## config.mk

```make
export PLATFORM = sky130hd
export DESIGN_NAME = updown_counter_param
export DESIGN_NICKNAME = d
export VERILOG_FILES = /design/src/rtl/counter_pkg.sv /design/src/rtl/counter_step.sv /design/src/rtl/updown_counter_param.sv
export SDC_FILE = /design/constraint.sdc
export NUM_CORES = 1
export LEC_CHECK = 0
export ABC_CLOCK_PERIOD_IN_PS = 3000
export CAP_MARGIN = 5
export CORE_UTILIZATION = 30
export CTS_BUF_LIST = sky130_fd_sc_hd__clkbuf_4
export DETAILED_ROUTE_END_ITERATION = 10
export DONT_BUFFER_PORTS = 1
export PLACE_DENSITY = 0.5
export SETUP_SLACK_MARGIN = 0.15
export SLEW_MARGIN = 20
export SYNTH_ARGS = -nofsm -noshare
export SYNTH_HDL_FRONTEND = slang
export SYNTH_SLANG_ARGS = --single-unit
```

## constraint.sdc

```tcl
create_clock -name clk -period 3 [get_ports clk]
set_input_delay 0.6 -clock clk [delete_from_list [all_inputs] [get_ports clk]]
set_output_delay 0.6 -clock clk [all_outputs]
set_load 0.02 [all_outputs]
```

## src/rtl/counter_pkg.sv

```systemverilog
// counter_pkg: shared mode and direction constants for the up/down counter
package counter_pkg;
  localparam logic MODE_WRAP = 1'b0;
  localparam logic MODE_SAT  = 1'b1;
  localparam logic DIR_DOWN  = 1'b0;
  localparam logic DIR_UP    = 1'b1;
endpackage

```

## src/rtl/counter_step.sv

```systemverilog
// counter_step: combinational next-count and boundary-event logic (cur, direction, max_val, sat_mode -> next, boundary_event)
module counter_step
  import counter_pkg::*;
#(
  parameter int WIDTH = 8
) (
  input  logic [WIDTH-1:0] cur,
  input  logic             direction,
  input  logic [WIDTH-1:0] max_val,
  input  logic             sat_mode,
  output logic [WIDTH-1:0] next,
  output logic             boundary_event
);
  logic up_edge;
  logic dn_edge;
  always_comb begin
    up_edge        = cur >= max_val;
    dn_edge        = cur == '0;
    boundary_event = direction == DIR_UP ? up_edge : dn_edge;
    next           = direction == DIR_UP
                   ? (up_edge ? (sat_mode == MODE_SAT ? max_val : '0) : cur + 1'b1)
                   : (dn_edge ? (sat_mode == MODE_SAT ? '0 : max_val) : cur - 1'b1);
  end
endmodule

```

## src/rtl/updown_counter_param.sv

```systemverilog
// updown_counter_param: parametrised up/down counter with load, limit, wrap/saturate, tc pulse and sticky overflow
// ports: clk, rst (sync high), enable, direction, load, load_val, max_val, sat_mode, clr_ovf -> counter_out, tc, ovf_sticky
module updown_counter_param
  import counter_pkg::*;
#(
  parameter int               WIDTH     = 8,
  parameter logic [WIDTH-1:0] RESET_VAL = '0
) (
  input  logic             clk,
  input  logic             rst,
  input  logic             enable,
  input  logic             direction,
  input  logic             load,
  input  logic [WIDTH-1:0] load_val,
  input  logic [WIDTH-1:0] max_val,
  input  logic             sat_mode,
  input  logic             clr_ovf,
  output logic [WIDTH-1:0] counter_out,
  output logic             tc,
  output logic             ovf_sticky
);
  logic [WIDTH-1:0] step_next;
  logic             step_event;
  logic             fire;
  logic [WIDTH-1:0] clamp_val;
  counter_step #(.WIDTH(WIDTH)) u_step (
    .cur            (counter_out),
    .direction      (direction),
    .max_val        (max_val),
    .sat_mode       (sat_mode),
    .next           (step_next),
    .boundary_event (step_event)
  );
  always_comb begin
    fire      = enable & ~load & step_event;
    clamp_val = load_val > max_val ? max_val : load_val;
  end
  always_ff @(posedge clk) begin
    if (rst) begin
      counter_out <= RESET_VAL;
      tc          <= 1'b0;
      ovf_sticky  <= 1'b0;
    end else begin
      counter_out <= load ? clamp_val : enable ? step_next : counter_out;
      tc          <= fire;
      ovf_sticky  <= fire | (ovf_sticky & ~clr_ovf);
    end
  end
endmodule

```

; Word-level counts from Yosys, hierarchy flattened
; Cells that the tools add are included.
; W data, S select, Z words.
[totals]
register_bits = 10
word_cells = 24
[op_classes]
add_sub_neg = 2
magnitude_cmp = 2
muxes = 9
bitwise_logic = 6
n_reduce_logical = 2
[ops]
columns = cell, count
row1 = $mux W8, 8
row2 = $add A8 B1 Y8 const B, 1
row3 = $ge A8 B8 Y1, 1
row4 = $gt A8 B8 Y1, 1
row5 = $logic_not A8 Y1, 1
row6 = $sub A8 B1 Y8 const B, 1
row7 = $and A1 B1 Y1, 3
row8 = $not A1 Y1, 2
row9 = $reduce_bool A2 Y1, 1
row10 = $mux W1, 1
row11 = $or A1 B1 Y1, 1

; Logic depth before layout (Yosys ltp)
[logic_depth]
word_depth = 5
mapped_depth = 9
depth_no_buf = 8

; Modules after synthesis
; Synthesis repeated with hierarchy kept, for this count alone.
[unflattened]
hier_cells = 197
area_unflattened_um2 = 1506.4
[by_module_without_submodules]
columns = module, instances, cells_per_inst, area_each_um2
row1 = updown_counter_param, 1, 87, 768.2
row2 = counter_step, 1, 110, 738.2

; Worst setup path before layout
; No wires, ideal clock.
[synth_timing]
path_kind = register to register
startpoint = reg counter_out[0]
endpoint = reg counter_out[7]
setup_ps = 124
arrival_time_ps = 2251
required_time_ps = 2876
slack_ps = 624
stages_incl_launch_ff = 10
n_path_buf = 1
cell_sequence = dfxtp_1 inv_1 ha_1 nand2b_4 a2111oi_4 o31ai_2 buf_6 nand3_2 o311ai_2 a2111o_1
[synth_between]
elab_chain_len = 5
[synth_lines]
columns = item, line
row1 = start: declaration, updown_counter_param.sv:18  ; output logic [WIDTH-1:0] counter_out,
row2 = start signal: assignment, updown_counter_param.sv:44  ; counter_out <= load ? clamp_val : enable ? step_next : counter_out;
row3 = $sub A8 B1 Y8 (tied with other cells), counter_step.sv:22  ; : (dn_edge ? (sat_mode == MODE_SAT ? '0 : max_val) : cur - 1'b1);
row4 = "$mux W8, on equally long branches", "counter_step.sv:22, counter_step.sv:21"
row5 = $mux W8 (*), counter_step.sv:21  ; ? (up_edge ? (sat_mode == MODE_SAT ? max_val : '0) : cur + 1'b1)
row6 = $mux W8 (*) (2 in a row), updown_counter_param.sv:44
; Mark *: on every way between the ends. The rest lies on a longest branch, timed or not. The select of a mux whose other input is x is not followed.
; A chain may end at the register's enable or synchronous reset.

; Worst setup path in the final report
[layout_timing]
startpoint = reg counter_out[0]
endpoint = reg counter_out[4]
; The elaborated chain is that of the path after synthesis.

==> impl_metrics.env <==
export IMPL_dpl_cell_count=225
export IMPL_yosys_top_cells_area="ha_1 (17%), dfxtp_1 (14%), nand2_1 (4.6%), xnor2_1 (3.8%), a21oi_1 (3.6%)"
export IMPL_routed_via_density=5.93
export IMPL_final_setup_viol_count=0
export IMPL_clk_path_buf_depth=2
export IMPL_syn_area_um2=1390
export IMPL_portBuffers=0
export IMPL_path_delay_family="compound AO/OA/AOI/OAI gates"
export IMPL_wirelength_mm=4.21
export IMPL_synthFlopType="dfxtp_1"
export IMPL_drc=0
export IMPL_grt_pass1_vias=1305
export IMPL_design_portCount=33
export IMPL_netlist_top_cells_count="ha_1 (19), nand2_1 (17), inv_1 (13), a21oi_1 (10), dfxtp_1 (10)"
export IMPL_ctsResizeCount=0
export IMPL_ir_worst_vdd_v=0.000185
export IMPL_syn_num_nets=214
export IMPL_holdBufCountCts=0
export IMPL_antenna_found_initial=0
export IMPL_synth_edff_count=0
export IMPL_hold_viol=0
export IMPL_dp_slack_ns=0.258
export IMPL_syn_to_final_growth_pct=7.94
export IMPL_core_area_um2=4410
export IMPL_clk_pin_slew_worst_paths_ns=0.09
export IMPL_rows=24
export IMPL_cts_sinks=10
export IMPL_cts_setup_buffers=0
export IMPL_synthArstFlopShare=0
export IMPL_cp_cell_sequence="inv_1, ha_1, nand2b_4, a2111oi_4, o31ai_2, mux2_2, a32oi_1, o311ai_1"
export IMPL_grt_usage=0.175
export IMPL_fp_dieH_um=70.0
export IMPL_root_buffer="clkbuf_4"
export IMPL_antenna_cells=0
export IMPL_finalWorstSetupSlack_ns=0.481
export IMPL_fmax_mhz=397
export IMPL_max_slew_margin_rel=0.364
export IMPL_cap_violations=0
export IMPL_yosysMostFrequentCell="ha_1"
export IMPL_grt_max_degree=13
export IMPL_worstSetupEndpointType="flip-flop"
export IMPL_ys_seq_area_frac=0.144
export IMPL_synthDistinctLibCells=53
export IMPL_clock_latency_ns=0.29
export IMPL_hold_path_class="input port to flip-flop"
export IMPL_htree_num_levels=1
export IMPL_syn_inst=172
export IMPL_cp_data_required_time_ns=3.17
export IMPL_multi_input_area_um2=1100
export IMPL_antenna_left=0
export IMPL_yosysTopAreaCell="ha_1"
export IMPL_gp_congestion=0.880
export IMPL_slowest_delay_ns=0.77
export IMPL_final_instance_count_excl_fill=229
export IMPL_ys_seq_elements=10
export IMPL_fin_nets=220
export IMPL_cp_slowest_cell="o31ai_2"
export IMPL_path_buf_inv=1
export IMPL_critical_path_class="flip-flop to flip-flop"
export IMPL_grt_remaining_overflow=0
export IMPL_post_drt_wl_per_cell_um=18.4
export IMPL_initial_core_util=0.314
export IMPL_syn_area_per_cell_um2=8.07
export IMPL_crit_arrival_ns=2.68
export IMPL_post_dp_hpwl_mm=3.38
export IMPL_die_w_um=70.0
export IMPL_outcome="completed"
export IMPL_min_period_ns=2.52
export IMPL_cp_start_kind="flip-flop"
export IMPL_initialDrtViolationCount=81
export IMPL_nFillCells=444
export IMPL_tns_ns=0
export IMPL_p_leak_nw=0.658
export IMPL_netlist_area_leader_share=0.171
export IMPL_fin_crit_sh=0.840
export IMPL_critPathMaxFanout=12
export IMPL_yosys_warnings=0
export IMPL_worst_slew_pin_slew_ns=0.949
export IMPL_drt_pass1_iter_count=4
export IMPL_cts_made_buffers=3
export IMPL_seqCellArea_um2=200
export IMPL_cellPowerDensity_nw_per_um2=628
export IMPL_fin_worst_skew_ns=0.00759
export IMPL_grt_pass1_wl_mm=6.66
export IMPL_slew_viol_final=0
export IMPL_dieArea_um2=4900
export IMPL_rsz0062_at_grt="false"
export IMPL_layout_drive_gt1_share=0.124
export IMPL_cts_tree="yes"
export IMPL_via_count=1357
## final timing paths
| check | to | slack (ns) | depth (start not counted) | start |
|---|---|---|---|---|
| setup / recovery | counter_out[4]$_SDFFE_PP0P_ | 0.48 | 8 | counter_out[0]$_SDFFE_PP0P_ |
| hold / removal | counter_out[1]$_SDFFE_PP0P_ | 0.42 | 1 | max_val[1] |
| setup reg to reg | counter_out[4]$_SDFFE_PP0P_ | 0.48 | 8 | counter_out[0]$_SDFFE_PP0P_ |
| hold reg to reg | ovf_sticky$_SDFF_PP0_ | 0.62 | 1 | ovf_sticky$_SDFF_PP0_ |
## registers in the layout, indices dropped and copies added (netlist names)
signal	cells
counter_out	8
tc	1
ovf_sticky	1
## power breakdown
group	internal (mW)	switching [mW]
Sequential	0.167	0.0222
Clock	0.0485	0.0649
Combinational	0.263	0.375
Total	0.478	0.462
## area by class of cell
type | count | share of cell area
multi-input combinational | 142 | 0.733
tap | 52 | 0.0434
inverter | 13 | 0.0326
sequential | 10 | 0.134
timing repair buffer | 8 | 0.0401
clock inverter | 1 | 0.00251
clock buffer | 3 | 0.0150
## worst reg2reg max path, delay by kind of cell (launching register included)
| family | cells | cell delay [ns] |
|---|---|---|
| and+or+nand+nor | 1 | 0.12 |
| muxes | 1 | 0.42 |
| adders and majority gates | 1 | 0.29 |
| buffers and inverters | 1 | 0.10 |
| AOI/OAI and AO/OA | 4 | 1.14 |
| DFF | 1 | 0.33 |
## placed cells by master (no fill, tap or decap), types with 4 or more instances in the layout
master	synthesis	routed
nor2_1	7	7
nor3_1	8	8
a21oi_1	10	10
o211ai_1	4	4
nand3_1	7	7
inv_1	13	13
buf_4	1	8
and3_1	5	5
nand2_1	17	17
xnor2_1	6	6
dfxtp_1	10	10
ha_1	19	19
## cells by family after synthesis
logic type	share of synthesized area
xor gates and xnor gates	0.0568
AOI/OAI and AO/OA	0.274
DFF	0.144
and+or+nand+nor	0.251
muxes	0.0379
adders and majority gates	0.171
buffers and inverters	0.0649
## routing by layer
metal	GRT usage	vias up	wire length, um
met5	0	-	0
met4	0.0778	0	94
met3	0.0462	6	258
met2	0.285	39	2020
met1	0.213	653	1840
li1	-	659	-
## metrics by stage
| step | hold slack [ns] | util | cell area (um^2) | power [mW] |
|---|---|---|---|---|
| after floorplan | 0.572 | - | 1390 | 0.684 |
| after global placement | 0.583 | 0.333 | 1470 | 0.816 |
| after detailed placement | 0.613 | 0.333 | 1470 | 0.821 |
| after CTS | 0.419 | 0.339 | 1500 | 0.935 |
| after global routing | 0.426 | 0.339 | 1500 | 1.01 |
| final | 0.422 | 0.339 | 1500 | 0.940 |
Power figures use the tool's default switching activity.
